**src/rtl/inst_queue.sv**
```systemverilog
// Instruction fetch queue: single-outstanding ICache fetch FSM feeding a circular
// FIFO of {inst, pc} entries that the decoder pops through a valid/enable handshake.
module inst_queue #(
  parameter int unsigned DEPTH_LOG = 4,
  parameter logic [31:0] RESET_PC  = 32'h0000_0000
) (
  input  logic        clk,
  input  logic        rst,
  input  logic        rdy,
  output logic        IC_req,
  output logic [31:0] IC_addr,
  input  logic        IC_valid,
  input  logic [31:0] IC_inst,
  input  logic        DC_enable,
  output logic        DC_inst_valid,
  output logic [31:0] DC_inst,
  output logic [31:0] DC_pc,
  input  logic        ROB_flush,
  input  logic [31:0] ROB_target_pc
);

  localparam int unsigned DEPTH = 1 << DEPTH_LOG;
  localparam int unsigned CW    = DEPTH_LOG + 1;

  typedef enum logic [1:0] {S_IDLE, S_WAIT, S_DISCARD} state_e;

  typedef struct packed {
    logic [31:0] inst;
    logic [31:0] pc;
  } entry_t;

  entry_t               mem_q [DEPTH];
  state_e               state_q,    state_d;
  logic [DEPTH_LOG-1:0] head_q,     head_d;
  logic [DEPTH_LOG-1:0] tail_q,     tail_d;
  logic [CW-1:0]        count_q,    count_d;
  logic [31:0]          fetch_pc_q, fetch_pc_d;
  logic                 ic_req_q,   ic_req_d;
  logic [31:0]          ic_addr_q,  ic_addr_d;
  logic                 push;
  logic                 pop;

  // Next-state: fetch FSM, FIFO pointers and fetch PC; flush overrides push and pop.
  always_comb begin
    state_d    = state_q;
    head_d     = head_q;
    tail_d     = tail_q;
    count_d    = count_q;
    fetch_pc_d = fetch_pc_q;
    push       = 1'b0;
    pop        = 1'b0;
    if (rdy) begin
      unique case (state_q)
        S_IDLE: begin
          if (!ROB_flush && (count_q < CW'(DEPTH))) state_d = S_WAIT;
        end
        S_WAIT: begin
          if (IC_valid) begin
            state_d = S_IDLE;
            push    = !ROB_flush;
          end else if (ROB_flush) begin
            state_d = S_DISCARD;
          end
        end
        S_DISCARD: begin
          if (IC_valid) state_d = S_IDLE;
        end
        default: state_d = S_IDLE;
      endcase
      if (ROB_flush) begin
        head_d     = '0;
        tail_d     = '0;
        count_d    = '0;
        fetch_pc_d = ROB_target_pc;
      end else begin
        pop = DC_enable && (count_q != '0);
        if (push) begin
          tail_d     = tail_q + DEPTH_LOG'(1);
          fetch_pc_d = fetch_pc_q + 32'd4;
        end
        if (pop) head_d = head_q + DEPTH_LOG'(1);
        count_d = count_q + CW'(push) - CW'(pop);
      end
    end
    // Request is only driven while waiting; address is zero otherwise.
    ic_req_d  = (state_d == S_WAIT);
    ic_addr_d = ic_req_d ? fetch_pc_d : 32'h0;
  end

  always_ff @(posedge clk or negedge rst) begin
    if (!rst) begin
      state_q    <= S_IDLE;
      head_q     <= '0;
      tail_q     <= '0;
      count_q    <= '0;
      fetch_pc_q <= RESET_PC;
      ic_req_q   <= 1'b0;
      ic_addr_q  <= 32'h0;
    end else begin
      state_q    <= state_d;
      head_q     <= head_d;
      tail_q     <= tail_d;
      count_q    <= count_d;
      fetch_pc_q <= fetch_pc_d;
      ic_req_q   <= ic_req_d;
      ic_addr_q  <= ic_addr_d;
    end
  end

  // Entry storage needs no reset; empty slots are masked at the decoder port.
  always_ff @(posedge clk) begin
    if (push) mem_q[tail_q] <= '{inst: IC_inst, pc: fetch_pc_q};
  end

  assign IC_req        = ic_req_q;
  assign IC_addr       = ic_addr_q;
  assign DC_inst_valid = (count_q != '0);
  assign DC_inst       = DC_inst_valid ? mem_q[head_q].inst : 32'h0;
  assign DC_pc         = DC_inst_valid ? mem_q[head_q].pc   : 32'h0;

endmodule
```
**config.mk**
```make
export PLATFORM = sky130hd
export DESIGN_NAME = inst_queue
export DESIGN_NICKNAME = d
export VERILOG_FILES = /design/src/rtl/inst_queue.sv
export SDC_FILE = /design/constraint.sdc
export NUM_CORES = 1
export LEC_CHECK = 0
export CAP_MARGIN = 20
export CORE_ASPECT_RATIO = 1.5
export CORE_MARGIN = 4
export CORE_UTILIZATION = 45
export DETAILED_ROUTE_END_ITERATION = 6
export PLACE_DENSITY = 0.61
export SKIP_LAST_GASP = 1
export SYNTH_ARGS = -nofsm -noshare
export SYNTH_HDL_FRONTEND = slang
export SYNTH_SLANG_ARGS = --single-unit
export TNS_END_PERCENT = 10
```
**constraint.sdc**
```tcl
create_clock -name clk -period 8.5 [get_ports clk]
set_input_delay 0.85 -clock clk [delete_from_list [all_inputs] [get_ports clk]]
set_output_delay 0.85 -clock clk [all_outputs]
set_load 0.1 [all_outputs]
```
* After elaboration in Yosys (flattened, before gate mapping)
Memories as Yosys holds them, arrays and structs flattened.
Cells that the tools add are included.
** Storage, ports and cells
- Logic and storage cells :: 49
- Output and inout port bits :: 98
- Latch bits :: 0
- Bits in registers :: 80
- Memory bits (writable) :: 1024
- Memory bits (read-only) :: 0
- Input port bits :: 70
- Memories :: 1
** Cells by class
- Magnitude comparators :: 1
- Muxes and demuxes :: 23
- Equality and inequality tests :: 3
- Div/mod/pow operators :: 0
- Bitwise operators :: 0
- Add/sub/neg operators :: 5
- Reductions and logical operators :: 9
- Shift-type cells :: 0
- Multipliers :: 0
** Memory list
- mem_q :: depth 16, width 64, rd ports 1, clocked after memory_dff 0, write ports 1, RTL line 32 : entry_t mem_q [DEPTH];
** Operators by type and width (number)
- $mux 32 :: 6
- $add 32x3->32 const B :: 1
- $mux 4 :: 4
- $mux 2 :: 5
- $add 4x1->4 const B :: 2
- $mux 1 :: 6
- $pmux 2 s3 :: 1
- $add 5x1->5 :: 1
- $lt 5x5->1 const B :: 1
- $mux 5 :: 1
- $reduce_bool 5->1 :: 1
- $sub 5x1->5 :: 1
- $eq 2x1->1 const B :: 2
- $reduce_and 2->1 :: 2
- $reduce_bool 2->1 :: 2
- $eq 2x2->1 const B :: 1
- $logic_and 1x1->1 :: 2
- $logic_not 2->1 :: 1
- $logic_not 1->1 :: 1

* Depth between registers and ports, before layout
Gate-level depths: netlist (run 1).
- Depth after elaboration :: 8
- Mapped depth :: 15
- Gate-level depth less buffers :: 14

* Worst setup path before layout (run 1)
No wires, ideal clock.
- Path type :: in2reg
- Start point :: input ROB_flush
- End point :: memory mem_q[0][0] in the netlist's numbering, enable pin
- Path buffers :: 2
- Required time :: 7.855 ns
- Setup time :: 0.645 ns
- Arrival time :: 7.756 ns
- Slack :: 0.099 ns
- Stages :: 5
- Cell sequence :: buf_2 -> and4bb_1 -> buf_2 -> nand2_1 -> nor4_1
** On the way
- Word-level cells in the longest chain between the ends :: 7
** RTL lines
- start, declared :: RTL line 18 : input logic ROB_flush,
- $logic_not 1->1 :: RTL line 60 : push = !ROB_flush;
- $mux 1 :: RTL line 58 : if (IC_valid) begin
- $mux 1 :: RTL line 53 : unique case (state_q)
- $mux 1 (2 in series) :: RTL line 52 : if (rdy) begin
- $mux 1 :: RTL line 112 : if (push) mem_q[tail_q] <= '{inst: IC_inst, pc: fetch_pc_q};
- $mux 1 (implied by the code) :: RTL line 112
- end, declared :: RTL line 32
Every way passes these cells. The select of a mux whose other input is x is not followed.

* Worst setup path after layout (run 1)
- Start point :: register head_q[0]
- End point :: output DC_pc[15]
** On the way
- Word-level cells in the longest chain between the ends :: 2
** RTL lines
- start, declared :: RTL line 34 : logic [DEPTH_LOG-1:0] head_q, head_d;
- start signal, assigned :: RTL line 93 : head_q <= '0;
- start signal, assigned :: RTL line 101 : head_q <= head_d;
- $mem_v2 16x64
- $mux 32 :: RTL line 119 : assign DC_pc = DC_inst_valid ? mem_q[head_q].pc : 32'h0;
- end, declared :: RTL line 17 : output logic [31:0] DC_pc,
Every way passes these cells.

==> flow_summary.rst, run 1 <==
.. list-table::
   :header-rows: 1

   * - Metric
     - Value
   * - DP Wirelength
     - 49.9 mm
   * - Number of flops mapped to enable cells by yosys
     - 1,024
   * - Data arrival time of the worst path
     - 4800 ps
   * - Total of fill cells in the finished design
     - 7,384
   * - Switching component of the power
     - 6.31 mW
   * - Yosys cell types
     - 64
   * - Chip width
     - 260 microns
   * - Startpoint-to-endpoint class of the critical path
     - reg2out
   * - Share of flip-flops with an asynchronous set or reset after synthesis
     - 0.0725
   * - Starting utilization of the core area
     - 0.455
   * - Number of global-route vias before repair
     - 22,093
   * - Highest signal layer in the routed design
     - met4
   * - Final slew viol count
     - 0
   * - Detailed-route via count
     - 20,378
   * - First-pass GRT wire length
     - 148 mm
   * - Length of routed met2 wiring
     - 51.7 mm
   * - Total number of yosys warnings
     - 0
   * - Post-CTS Hold Buffers
     - 1
   * - Nets
     - 2,219
   * - Total number of H-tree levels
     - 3
   * - Net Count, Synth
     - 2,019
   * - PwrDens
     - 349 nW/um^2
   * - Total wire length
     - 99.3 mm
   * - Bufs on Longest Clock Path
     - 3
   * - Required arrival time at the worst endpoint
     - 7650 ps
   * - Cell area after technology mapping
     - 43,000 sq um
   * - Fraction of power consumed by the clock network
     - 0.267
   * - Worst hold path type
     - reg2reg
   * - FMAX
     - 177 MHz
   * - Detailed route wirelength on metal3
     - 5.25 mm
   * - Clock Pin Slew Worst Setup and Hold Paths
     - 60 ps
   * - Worst relative slew slack
     - 0.212
   * - Mapped Avg Cell Area
     - 22.2 sq um
   * - Outcome
     - complete, no violations
   * - Sequential share of the synthesized area
     - 0.761
   * - Worst-Margin Slew
     - 1180 ps
   * - Internal power
     - 11.0 mW
   * - Ratio of routed vias to standard cells
     - 5.85
   * - IO Count
     - 168
   * - Top_reg_cell synth
     - edfxtp_1
   * - Buffer type at the clock tree root
     - clkbuf_16
   * - Router iterations before antenna repair
     - 5
   * - CORE AREA
     - 94,600 sq um
   * - Final Hold Vio Count
     - 0
   * - GR Util All Layers
     - 0.199
   * - Post-synthesis sequential element count
     - 1,104
   * - Initial antenna violation count
     - 1
   * - Post-Route M1 WL
     - 40.7 mm
   * - TNS Setup
     - 0 ps
   * - PortBufs
     - 167
   * - Total congestion overflow
     - 0
   * - Total clock buffers created by CTS
     - 100
   * - Final clock skew
     - 26.9 ps
   * - Most used standard cell by instance count after synthesis
     - edfxtp_1
   * - DIE AREA
     - 101,000 sq um
   * - Reported leakage power
     - 15.5 nW
   * - GP Congestion
     - 0.797
   * - Highest net fanout along the worst path
     - 110
   * - Clock sink total
     - 1,104
   * - Setup violations, final
     - 0
   * - Synth top area cells
     - edfxtp_1, mux4_2, dfrtp_1, and2_1, clkbuf_1
   * - Unrepaired setup endpoints after global routing
     - no
   * - Most frequent cells after synthesis
     - edfxtp_1, mux4_2, and2_1
   * - Largest area contributor in the synthesized netlist
     - edfxtp_1
   * - Area of combinational cells with multiple inputs
     - 9770 sq um
   * - VDD IR max
     - 0.000265 V
   * - Final critical delay including setup and external delays
     - 5650 ps
   * - Layout cell share with drive strength beyond 1
     - 0.240
   * - Power share of the combinational group
     - 0.357
   * - Switching portion of total power
     - 0.365
   * - Final core utilization
     - 0.523
   * - Total number of placement rows
     - 138
   * - Post-CTS Resized
     - 0
   * - Overall die height
     - 387 microns
   * - Post-detailed-route wirelength per cell
     - 28.5 microns
   * - Post-Synthesis Cells
     - 1,936
   * - Residual DRC count
     - 0
   * - Latest clock arrival within the worst-skew pair
     - 660 ps
   * - Launching element type of the critical path
     - flip-flop
   * - Synthesis-to-finish area growth
     - 15.1%
   * - Buffer count from post-CTS setup fixing
     - 0
   * - Sequential cell area
     - 32,800 sq um
   * - Count of max-cap constraint violations
     - 0
   * - Share of power burned in registers
     - 0.377
   * - 1st-iter DRT viols
     - 1,758
   * - Type of destination of the critical path
     - output pin
   * - Area share of the largest cell type after synthesis
     - 0.715
   * - Antenna-violating nets left
     - 0
   * - Maximum number of pins on one net before global-route repair
     - 138
   * - Part of the cycle the worst path needs
     - 0.664
   * - CTS tree
     - built
## path summary, 6_finish.rpt
check | startpoint | endpoint | slack [ps] | depth (start not counted)
hold reg to reg | count_q[0]$_DFFE_PN0P_ | count_q[0]$_DFFE_PN0P_ | 570 | 1
max in group asynchronous | rst | head_q[0]$_DFFE_PN0P_ | 6730 | 3
setup / recovery | head_q[0]$_DFFE_PN0P_ | DC_pc[15] | 2850 | 5
hold / removal | count_q[0]$_DFFE_PN0P_ | count_q[0]$_DFFE_PN0P_ | 570 | 1
min in group asynchronous | rst | IC_addr[1]$_DFF_PN0_ | 580 | 2
setup reg to reg | state_q[1]$_DFF_PN0_ | mem_q[7][41]$_DFFE_PP_ | 4630 | 5
## power groups by stage
| stage | combinational, mW | clock, mW | sequential [mW] |
|---|---|---|---|
| 2_1_floorplan | 4.66 | 0 | 6.67 |
| 3_3_place_gp | 6.23 | 0 | 6.61 |
| 3_5_place_dp | 6.25 | 0 | 6.63 |
| 4_1_cts | 6.26 | 4.72 | 6.51 |
| 5_1_grt | 6.45 | 4.93 | 6.54 |
| 6_report | 6.16 | 4.61 | 6.50 |
## state kept, by name, indices dropped and copies added (netlist names)
register,flops
mem_q,1024
IC_addr,32
fetch_pc_q,32
count_q,5
head_q,4
tail_q,4
state_q,2
IC_req,1
## cell families (layout without fill, tap and decap cells)
| logic type | Yosys count | in the layout | share of synthesized area |
|---|---|---|---|
| flops | 1104 | 1104 | 0.761 |
| mux | 338 | 338 | 0.172 |
| simple gates | 244 | 244 | 0.0320 |
| buf+inv | 127 | 411 | 0.0135 |
| compound gates | 107 | 107 | 0.0169 |
| fa+ha+maj | 13 | 13 | 0.00396 |
| xor+xnor | 3 | 3 | 0.000611 |
| other cells | 0 | 1 | 0 |
## final cells by class
class,instances,area share
Antenna cell,1,0.0000505
Clock buffer,128,0.0541
Clock inverter,58,0.0134
Inverter,19,0.00144
Multi-Input combinational cell,705,0.197
Sequential cell,1104,0.662
Tap cell,1260,0.0318
Timing Repair Buffer,206,0.0404
## metal layers
layer / GRT usage / vias to the layer above
met2: 0.342 / 614
met4: 0.0427 / 0
li1: - / 8552
met5: 0 / -
met3: 0.0290 / 115
met1: 0.273 / 11097
## stage by stage
stage	power, mW	std cells	instance area (sq um)	hold slack [ps]	worst slack (ps)
6_report	17.3	3481	49500	573	2850
5_1_grt	17.9	3480	49500	586	2610
4_1_cts	17.5	3480	49500	533	2760
3_5_place_dp	12.9	3293	46200	568	3480
3_3_place_gp	12.8	3292	46200	531	3450
2_1_floorplan	11.3	1936	43000	500	98.9
## worst max-delay path, stage by stage (launching register included)
cell and delay, ps:
dfrtp_4 870, buf_12 660, mux4_2 610, mux4_2 460, and2_1 180, clkdlybuf4s50_1 1070
## layout by cell type, fill, tap and decap left out, types with 5 or more instances in the layout
| cell type | instances |
|---|---|
| edfxtp_1 | 1024 |
| mux4_2 | 320 |
| clkdlybuf4s50_1 | 165 |
| clkbuf_16 | 103 |
| and2_1 | 81 |
| dfrtp_1 | 76 |
| nand2_1 | 35 |
| buf_4 | 35 |
| a21oi_1 | 28 |
| nor2_1 | 26 |
| clkbuf_1 | 24 |
| o22ai_1 | 22 |
| clkinv_1 | 18 |
| inv_1 | 17 |
| nor3_1 | 16 |
| nand4_1 | 15 |
| mux2i_1 | 15 |
| bufinv_16 | 14 |
| clkinv_2 | 14 |
| nand3_1 | 12 |
| ha_1 | 12 |
| and3_1 | 9 |
| o21ai_0 | 9 |
| and2_4 | 8 |
| and4_1 | 7 |
| a211oi_1 | 7 |
| nor4_1 | 6 |
| a22o_1 | 5 |
| clkinvlp_4 | 5 |
Power figures use the tool's default switching activity.
==> run 2: changes to the inputs <==
Clock period 8.5 ns to 5.5 ns, I/O delays scaled along.
==> run 2 against run 1 <==
Count of clock-buffer cells in the layout fell by 4. Final cell count grew 0.43%. Sequential power is 54% higher. Register-to-register slack got worse by 3300 ps. Largest power group unchanged. Sequential share of layout area decreased by 0.66 points. Critical endpoint is now DC_pc[11]. Critical path depth unchanged. Setup slack worse by 2000 ps. First-iteration DRC count decreased by 9.0%. Worst hold slack lost 350 ps. Final area increased by 1.0%. Combinational power increased by 56%. Non-clock buffer count is 11 higher. Highest routed layer unchanged.
==> flow_summary.rst, run 2 (synthesis results as in run 1) <==
.. list-table::
   :header-rows: 1

   * - Metric
     - Value
   * - Total number of placement rows
     - 138 (unchanged)
   * - Power share of the combinational group
     - 0.356 (about the same)
   * - Outcome
     - complete, no violations
   * - Detailed-route via count
     - 20,539 (+0.79%)
   * - Number of flip-flops in the largest register
     - 1,024 (unchanged)
   * - GP Congestion
     - 0.790 (-0.90%)
   * - Data arrival time of the worst path
     - 4130 ps (-670 ps)
   * - 1st-iter DRT viols
     - 1,600 (-9.0%)
   * - Endpoint of the most critical register-to-register path
     - count_q[4]$_DFFE_PN0P_
   * - Post-layout total power
     - 27.0 mW (+56%)
   * - Depth of the most critical reg-to-reg path
     - 14 (+9)
   * - Final core utilization
     - 0.529 (+0.00530)
   * - Fraction of power consumed by the clock network
     - 0.275 (+0.008)
   * - Switching portion of total power
     - 0.364 (-0.00149)
   * - Ratio of routed vias to standard cells
     - 5.88 (+0.36%)
   * - Antenna-violating nets left
     - 0 (unchanged)
   * - Clock sink total
     - 1,104 (unchanged)
   * - Instance area after placement
     - 46,500 sq um (+0.64%)
   * - Total wire length
     - 99.8 mm (+0.53%)
   * - Reported leakage power
     - 15.7 nW (+1.4%)
   * - Count of max-cap constraint violations
     - 0 (unchanged)
   * - TNS Setup
     - 0 ps (unchanged)
   * - Setup violations, final
     - 0 (unchanged)
   * - CP dominant cell by count
     - mux4_2
   * - Overall die height
     - 387 microns (unchanged)
   * - Unrepaired setup endpoints after global routing
     - no
   * - Latest clock arrival within the worst-skew pair
     - 690 ps (+30 ps)
   * - Top cell family by delay on the critical path
     - buffers and inverters
   * - VDD IR max
     - 0.000397 V (+50%)
   * - Startpoint-to-endpoint class of the critical path
     - reg2out
   * - GR Util All Layers
     - 0.201 (+0.00229)
   * - CORE AREA
     - 94,600 sq um (unchanged)
   * - Maximum number of pins on one net before global-route repair
     - 69 (-50%)
   * - Cells traversed along the worst timing path
     - buf_12 > mux4_2 > mux4_2 > and2_1 > clkdlybuf4s50_1
   * - Final slew viol count
     - 0 (unchanged)
   * - Worst hold path type
     - in2async
   * - Final clock skew
     - 25.3 ps (-1.60 ps)
   * - First-pass GRT wire length
     - 149 mm (+0.92%)
   * - Part of the cycle the worst path needs
     - 0.851
   * - Internal power
     - 17.2 mW (+57%)
   * - Type of destination of the critical path
     - output pin
   * - Internal reg-to-reg setup slack
     - 1370 ps (-3260 ps)
   * - Total number of H-tree levels
     - 3 (unchanged)
   * - Synthesis-to-finish area growth
     - 16.3%
   * - Buffering stage count on the worst path with inverters included
     - 2 (unchanged)
   * - Number of global-route vias before repair
     - 22,431 (+1.5%)
   * - Worst-Margin Slew
     - 1160 ps (-21.5 ps)
   * - Post-CTS Resized
     - 0 (unchanged)
   * - Buffer count from post-CTS setup fixing
     - 0 (unchanged)
   * - Total congestion overflow
     - 0 (unchanged)
   * - Router iterations before antenna repair
     - 5 (unchanged)
   * - Total clock buffers created by CTS
     - 101 (+1.0%)
   * - IO Count
     - 168 (unchanged)
   * - Most common cell after layout, fill and taps aside
     - edfxtp_1
   * - Highest net fanout along the worst path
     - 64 (-42%)
   * - Layout cell share with drive strength beyond 1
     - 0.259 (+0.0194)
   * - Post-detailed-route wirelength per cell
     - 28.5 microns (about the same)
   * - CTS tree
     - built
   * - Worst relative slew slack
     - 0.227 (+0.0144)
   * - Most used cells in the layout excluding fill and tap cells
     - edfxtp_1, mux4_2, clkdlybuf4s50_1, clkbuf_16, and2_1
   * - FMAX
     - 214 MHz
   * - Share of power burned in registers
     - 0.369 (-0.008)
   * - Nets
     - 2,231 (+0.54%)
   * - PnR worst setup slack
     - 818 ps (-2040 ps)
   * - Reg-to-reg critical path startpoint
     - count_q[3]$_DFFE_PN0P_
   * - Largest stage delay on the critical path
     - 980 ps (-90 ps)
   * - Final Hold Vio Count
     - 0 (unchanged)
   * - Most flop-heavy register
     - mem_q
   * - Chip width
     - 260 microns (unchanged)
   * - Starting utilization of the core area
     - 0.455 (unchanged)
   * - PortBufs
     - 167 (unchanged)
   * - DP Wirelength
     - 51.4 mm (+3.1%)
   * - Final critical delay including setup and external delays
     - 4680 ps
   * - Clock Pin Slew Worst Setup and Hold Paths
     - 60 ps (about the same)
   * - Worst setup slack after placement
     - 1410 ps (-2070 ps)
   * - Bufs on Longest Clock Path
     - 3 (unchanged)
   * - Residual DRC count
     - 0 (unchanged)
   * - Switching component of the power
     - 9.83 mW (+56%)
   * - Buffer type at the clock tree root
     - clkbuf_16
   * - Launching element type of the critical path
     - flip-flop
   * - PwrDens
     - 540 nW/um^2 (+55%)
   * - Final standard cell area without fillers
     - 50,000 sq um (+1.0%)
   * - DIE AREA
     - 101,000 sq um (unchanged)
   * - Required arrival time at the worst endpoint
     - 4950 ps (-2700 ps)
   * - Initial antenna violation count
     - 0 (-1)
   * - Worst-path cell with the longest stage delay
     - clkdlybuf4s50_1
run 2: changes by cell type in the layout (fill, tap and decap cells not counted), sizes merged:
| cell | before | now |
|---|---|---|
| inv | 23 | 24 |
| clkinv | 34 | 29 |
| buf | 40 | 67 |
| bufinv | 14 | 17 |
| clkdlybuf4s50 | 165 | 149 |
| clkinvlp | 6 | 15 |
| clkbuf | 128 | 124 |
run 2: layout make-up:
type,count,area (sq um)
repair buffers,217,2300
inverters,19,71.3
diodes,1,2.50
well taps,1260,1580
clock inverters,66,810
fillers,7375,44600
clock buffers,124,2740
flip-flops and latches,1104,32800
multi-input cells,705,9770
run 2: worst max path at each step:
stage,start,end,slack (ps),depth (start not counted)
2_1_floorplan,ROB_flush,mem_q[0][0]$_DFFE_PP_,-2600,5
3_3_place_gp,head_q[0]$_DFFE_PN0P_,DC_pc[11],1490,5
3_5_place_dp,count_q[3]$_DFFE_PN0P_,count_q[4]$_DFFE_PN0P_,1410,14
4_1_cts,head_q[0]$_DFFE_PN0P_,DC_pc[16],680,5
5_1_grt,head_q[0]$_DFFE_PN0P_,DC_pc[11],600,5
6_report,head_q[0]$_DFFE_PN0P_,DC_pc[11],820,5
run 2: metal layers:
metal / GRT usage / wire [microns]
met1: 0.274 / 40600
met2: 0.341 / 51900
met3: 0.0342 / 5490
met4: 0.0488 / 1820
met5: 0 / 0
run 2: worst register-to-register path, delay by kind of cell (launching register included):
| kind | cells | cell delay, ps |
|---|---|---|
| fa+ha+maj | 4 | 1050 |
| compound gates | 4 | 870 |
| simple gates | 3 | 1520 |
| buf+inv | 3 | 240 |
| flops | 1 | 390 |
run 2: power by group through the flow:
stage | sequential, mW | combinational (mW) | clock [mW]
final | 9.98 | 9.61 | 7.43
after global routing | 10.0 | 10.1 | 7.95
after CTS | 9.98 | 9.78 | 7.60
after detailed placement | 10.2 | 9.76 | 0
after global placement | 10.1 | 9.71 | 0
after floorplan | 10.3 | 7.20 | 0
run 2: through the flow:
stage | hold WS (ps) | cells
6_report | 228 | 3496
3_5_place_dp | 397 | 3303
2_1_floorplan | 254 | 1936
5_1_grt | 223 | 3495
4_1_cts | 165 | 3494
3_3_place_gp | 394 | 3303
run 2: what timing repair did:
action | in CTS | in global routing
endpoints found under the hold margin | 12 | 0
endpoints found under the setup margin | 0 | 0
hold buffers | 1 | 0
==> run 3: changes to the inputs <==
Settings changed: SKIP_CTS_REPAIR_TIMING set to 1, SKIP_LAST_GASP 1 to not set.
==> run 3 against run 2 <==
Die area stayed put. Combinational power about the same. Total power about the same. Final cell count hardly changed. Setup slack better by 9.9 ps. Non-clock buffer count did not move. Sequential cell count did not move. Routed wire length hardly changed. First-iteration DRC count shrank 0.19%. Worst hold slack gained 2.8 ps. Largest cell class unchanged.
==> flow_summary.rst, run 3 (synthesis results as in run 1) <==
.. list-table::
   :header-rows: 1

   * - Metric
     - Value
   * - Outcome
     - complete, no violations
   * - Data arrival time of the worst path
     - 4120 ps (about the same)
   * - Instance area after placement
     - 46,500 sq um (unchanged)
   * - Internal power
     - 17.2 mW (about the same)
   * - Worst-Margin Slew
     - 1160 ps (-1.22 ps)
   * - Final slew viol count
     - 0 (unchanged)
   * - Highest net fanout along the worst path
     - 64 (unchanged)
   * - Timing startpoint of the critical path
     - head_q[0]$_DFFE_PN0P_
   * - Required arrival time at the worst endpoint
     - 4950 ps (about the same)
   * - Crit path to
     - DC_pc[11]
   * - Antenna-violating nets left
     - 0 (unchanged)
   * - Latest clock arrival within the worst-skew pair
     - 690 ps (about the same)
   * - PnR worst setup slack
     - 828 ps (+9.89 ps)
   * - Part of the cycle the worst path needs
     - 0.849 (-0.00180)
   * - Clock Pin Slew Worst Setup and Hold Paths
     - 60 ps (about the same)
   * - Unrepaired setup endpoints after global routing
     - no
   * - Post-detailed-route wirelength per cell
     - 28.6 microns (+0.11%)
   * - Launching element type of the critical path
     - flip-flop
   * - FMAX
     - 214 MHz (+0.21%)
   * - First-pass GRT wire length
     - 149 mm (about the same)
   * - Post-layout total power
     - 27.0 mW (about the same)
   * - Layout cell share with drive strength beyond 1
     - 0.259 (unchanged)
   * - PwrDens
     - 540 nW/um^2 (about the same)
   * - Worst hold path type
     - in2async
   * - Final clock skew
     - 25.3 ps (-0.0322 ps)
   * - Internal reg-to-reg setup slack
     - 1360 ps (about the same)
   * - Number of flip-flops in the largest register
     - 1,024 (unchanged)
   * - Total number of placement rows
     - 138 (unchanged)
   * - GP Congestion
     - 0.790 (unchanged)
   * - Final core utilization
     - 0.529 (about the same)
   * - Total congestion overflow
     - 0 (unchanged)
   * - Final standard cell area without fillers
     - 50,000 sq um (about the same)
   * - Post-route insts no fill
     - 3,495 (-0.029%)
   * - Count of max-cap constraint violations
     - 0 (unchanged)
   * - Switching portion of total power
     - 0.364 (about the same)
   * - Number of global-route vias before repair
     - 22,422 (-0.040%)
   * - Startpoint-to-endpoint class of the critical path
     - reg2out
   * - CORE AREA
     - 94,600 sq um (unchanged)
   * - Total wire length
     - 99.9 mm (about the same)
   * - Synthesis-to-finish area growth
     - 16.3% (about the same)
   * - Most flop-heavy register
     - mem_q
   * - Overall die height
     - 387 microns (unchanged)
   * - Detailed-route via count
     - 20,476 (-0.31%)
   * - Most common cell after layout, fill and taps aside
     - edfxtp_1
   * - VDD IR max
     - 0.000397 V (about the same)
   * - Reg-to-reg critical path startpoint
     - count_q[3]$_DFFE_PN0P_
   * - Worst setup slack after placement
     - 1410 ps (unchanged)
   * - Endpoint of the most critical register-to-register path
     - count_q[4]$_DFFE_PN0P_
   * - Final Hold Vio Count
     - 0 (unchanged)
   * - Worst relative slew slack
     - 0.227 (+0.000817)
   * - Fraction of power consumed by the clock network
     - 0.275 (about the same)
   * - Final critical delay including setup and external delays
     - 4670 ps (-9.88 ps)
   * - Setup violations, final
     - 0 (unchanged)
   * - Power share of the combinational group
     - 0.356 (about the same)
   * - DP Wirelength
     - 51.4 mm (unchanged)
   * - Total clock buffers created by CTS
     - 101 (unchanged)
   * - 1st-iter DRT viols
     - 1,597 (-0.19%)
   * - Total number of H-tree levels
     - 3 (unchanged)
   * - PortBufs
     - 167 (unchanged)
   * - Worst-case hold slack
     - 230 ps (+2.78 ps)
   * - Reported leakage power
     - 15.7 nW (unchanged)
   * - CTS tree
     - built
   * - Type of destination of the critical path
     - output pin
   * - Bufs on Longest Clock Path
     - 3 (unchanged)
   * - Share of power burned in registers
     - 0.369 (about the same)
   * - Maximum number of pins on one net before global-route repair
     - 69 (unchanged)
   * - Chip width
     - 260 microns (unchanged)
   * - Switching component of the power
     - 9.83 mW (about the same)
   * - Ratio of routed vias to standard cells
     - 5.86 (-0.28%)
   * - DIE AREA
     - 101,000 sq um (unchanged)
   * - Most used cells in the layout excluding fill and tap cells
     - edfxtp_1, mux4_2, clkdlybuf4s50_1, clkbuf_16, and2_1
   * - Residual DRC count
     - 0 (unchanged)
   * - IO Count
     - 168 (unchanged)
   * - GR Util All Layers
     - 0.201 (about the same)
   * - Initial antenna violation count
     - 0 (unchanged)
   * - Nets
     - 2,231 (unchanged)
   * - Depth of the most critical reg-to-reg path
     - 14 (unchanged)
   * - Number of antenna repair diodes
     - 0 (-1)
   * - TNS Setup
     - 0 ps (unchanged)
   * - Buffer type at the clock tree root
     - clkbuf_16
   * - Starting utilization of the core area
     - 0.455 (unchanged)
   * - Router iterations before antenna repair
     - 7 (+2)
   * - Clock sink total
     - 1,104 (unchanged)
   * - Number of placed instances with taps included
     - 3,303 (unchanged)
[run 3: cell types whose count changed in the layout (fill, tap and decap cells not counted)]
cell	change
diode_2	-1
[run 3: power groups by stage]
| stage | clock (mW) | combinational, mW | sequential, mW |
|---|---|---|---|
| finish | 7.43 | 9.61 | 9.97 |
| global route | 7.95 | 10.1 | 10.0 |
| CTS | 7.60 | 9.78 | 9.98 |
| detailed placement | 0 | 9.76 | 10.2 |
| global placement | 0 | 9.71 | 10.1 |
| floorplan | 0 | 7.20 | 10.3 |
[run 3: metal layers]
layer  track usage  vias up  routed length, microns
met5             0        -                       0
li1              -     8578                       -
met1         0.274    11187                   41200
met4        0.0488        0                    1890
met3        0.0342      130                    5020
met2         0.341      581                   51800
[run 3: critical path, stage by stage, from the launching register on]
cell	delay, ps
dfrtp_4	660
buf_12	480
mux4_2	570
mux4_2	490
and2_1	220
clkdlybuf4s50_1	980
[run 3: worst min-delay path by stage]
stage | endpoint | slack, ps | startpoint
floorplan | IC_addr[0]$_DFF_PN0_ | 250 | rst
global placement | IC_addr[3]$_DFF_PN0_ | 390 | rst
detailed placement | IC_addr[5]$_DFF_PN0_ | 400 | rst
CTS | IC_addr[5]$_DFF_PN0_ | -380 | rst
global route | IC_addr[5]$_DFF_PN0_ | 220 | rst
finish | IC_addr[5]$_DFF_PN0_ | 230 | rst
[run 3: area by class of cell]
type	instances	area [sq um]
well taps	1260	1580
clock buffers	124	2740
repair buffers	217	2300
multi-input cells	705	9770
inverters	19	71.3
clock inverters	66	810
flip-flops and latches	1104	32800
fillers	7375	44600
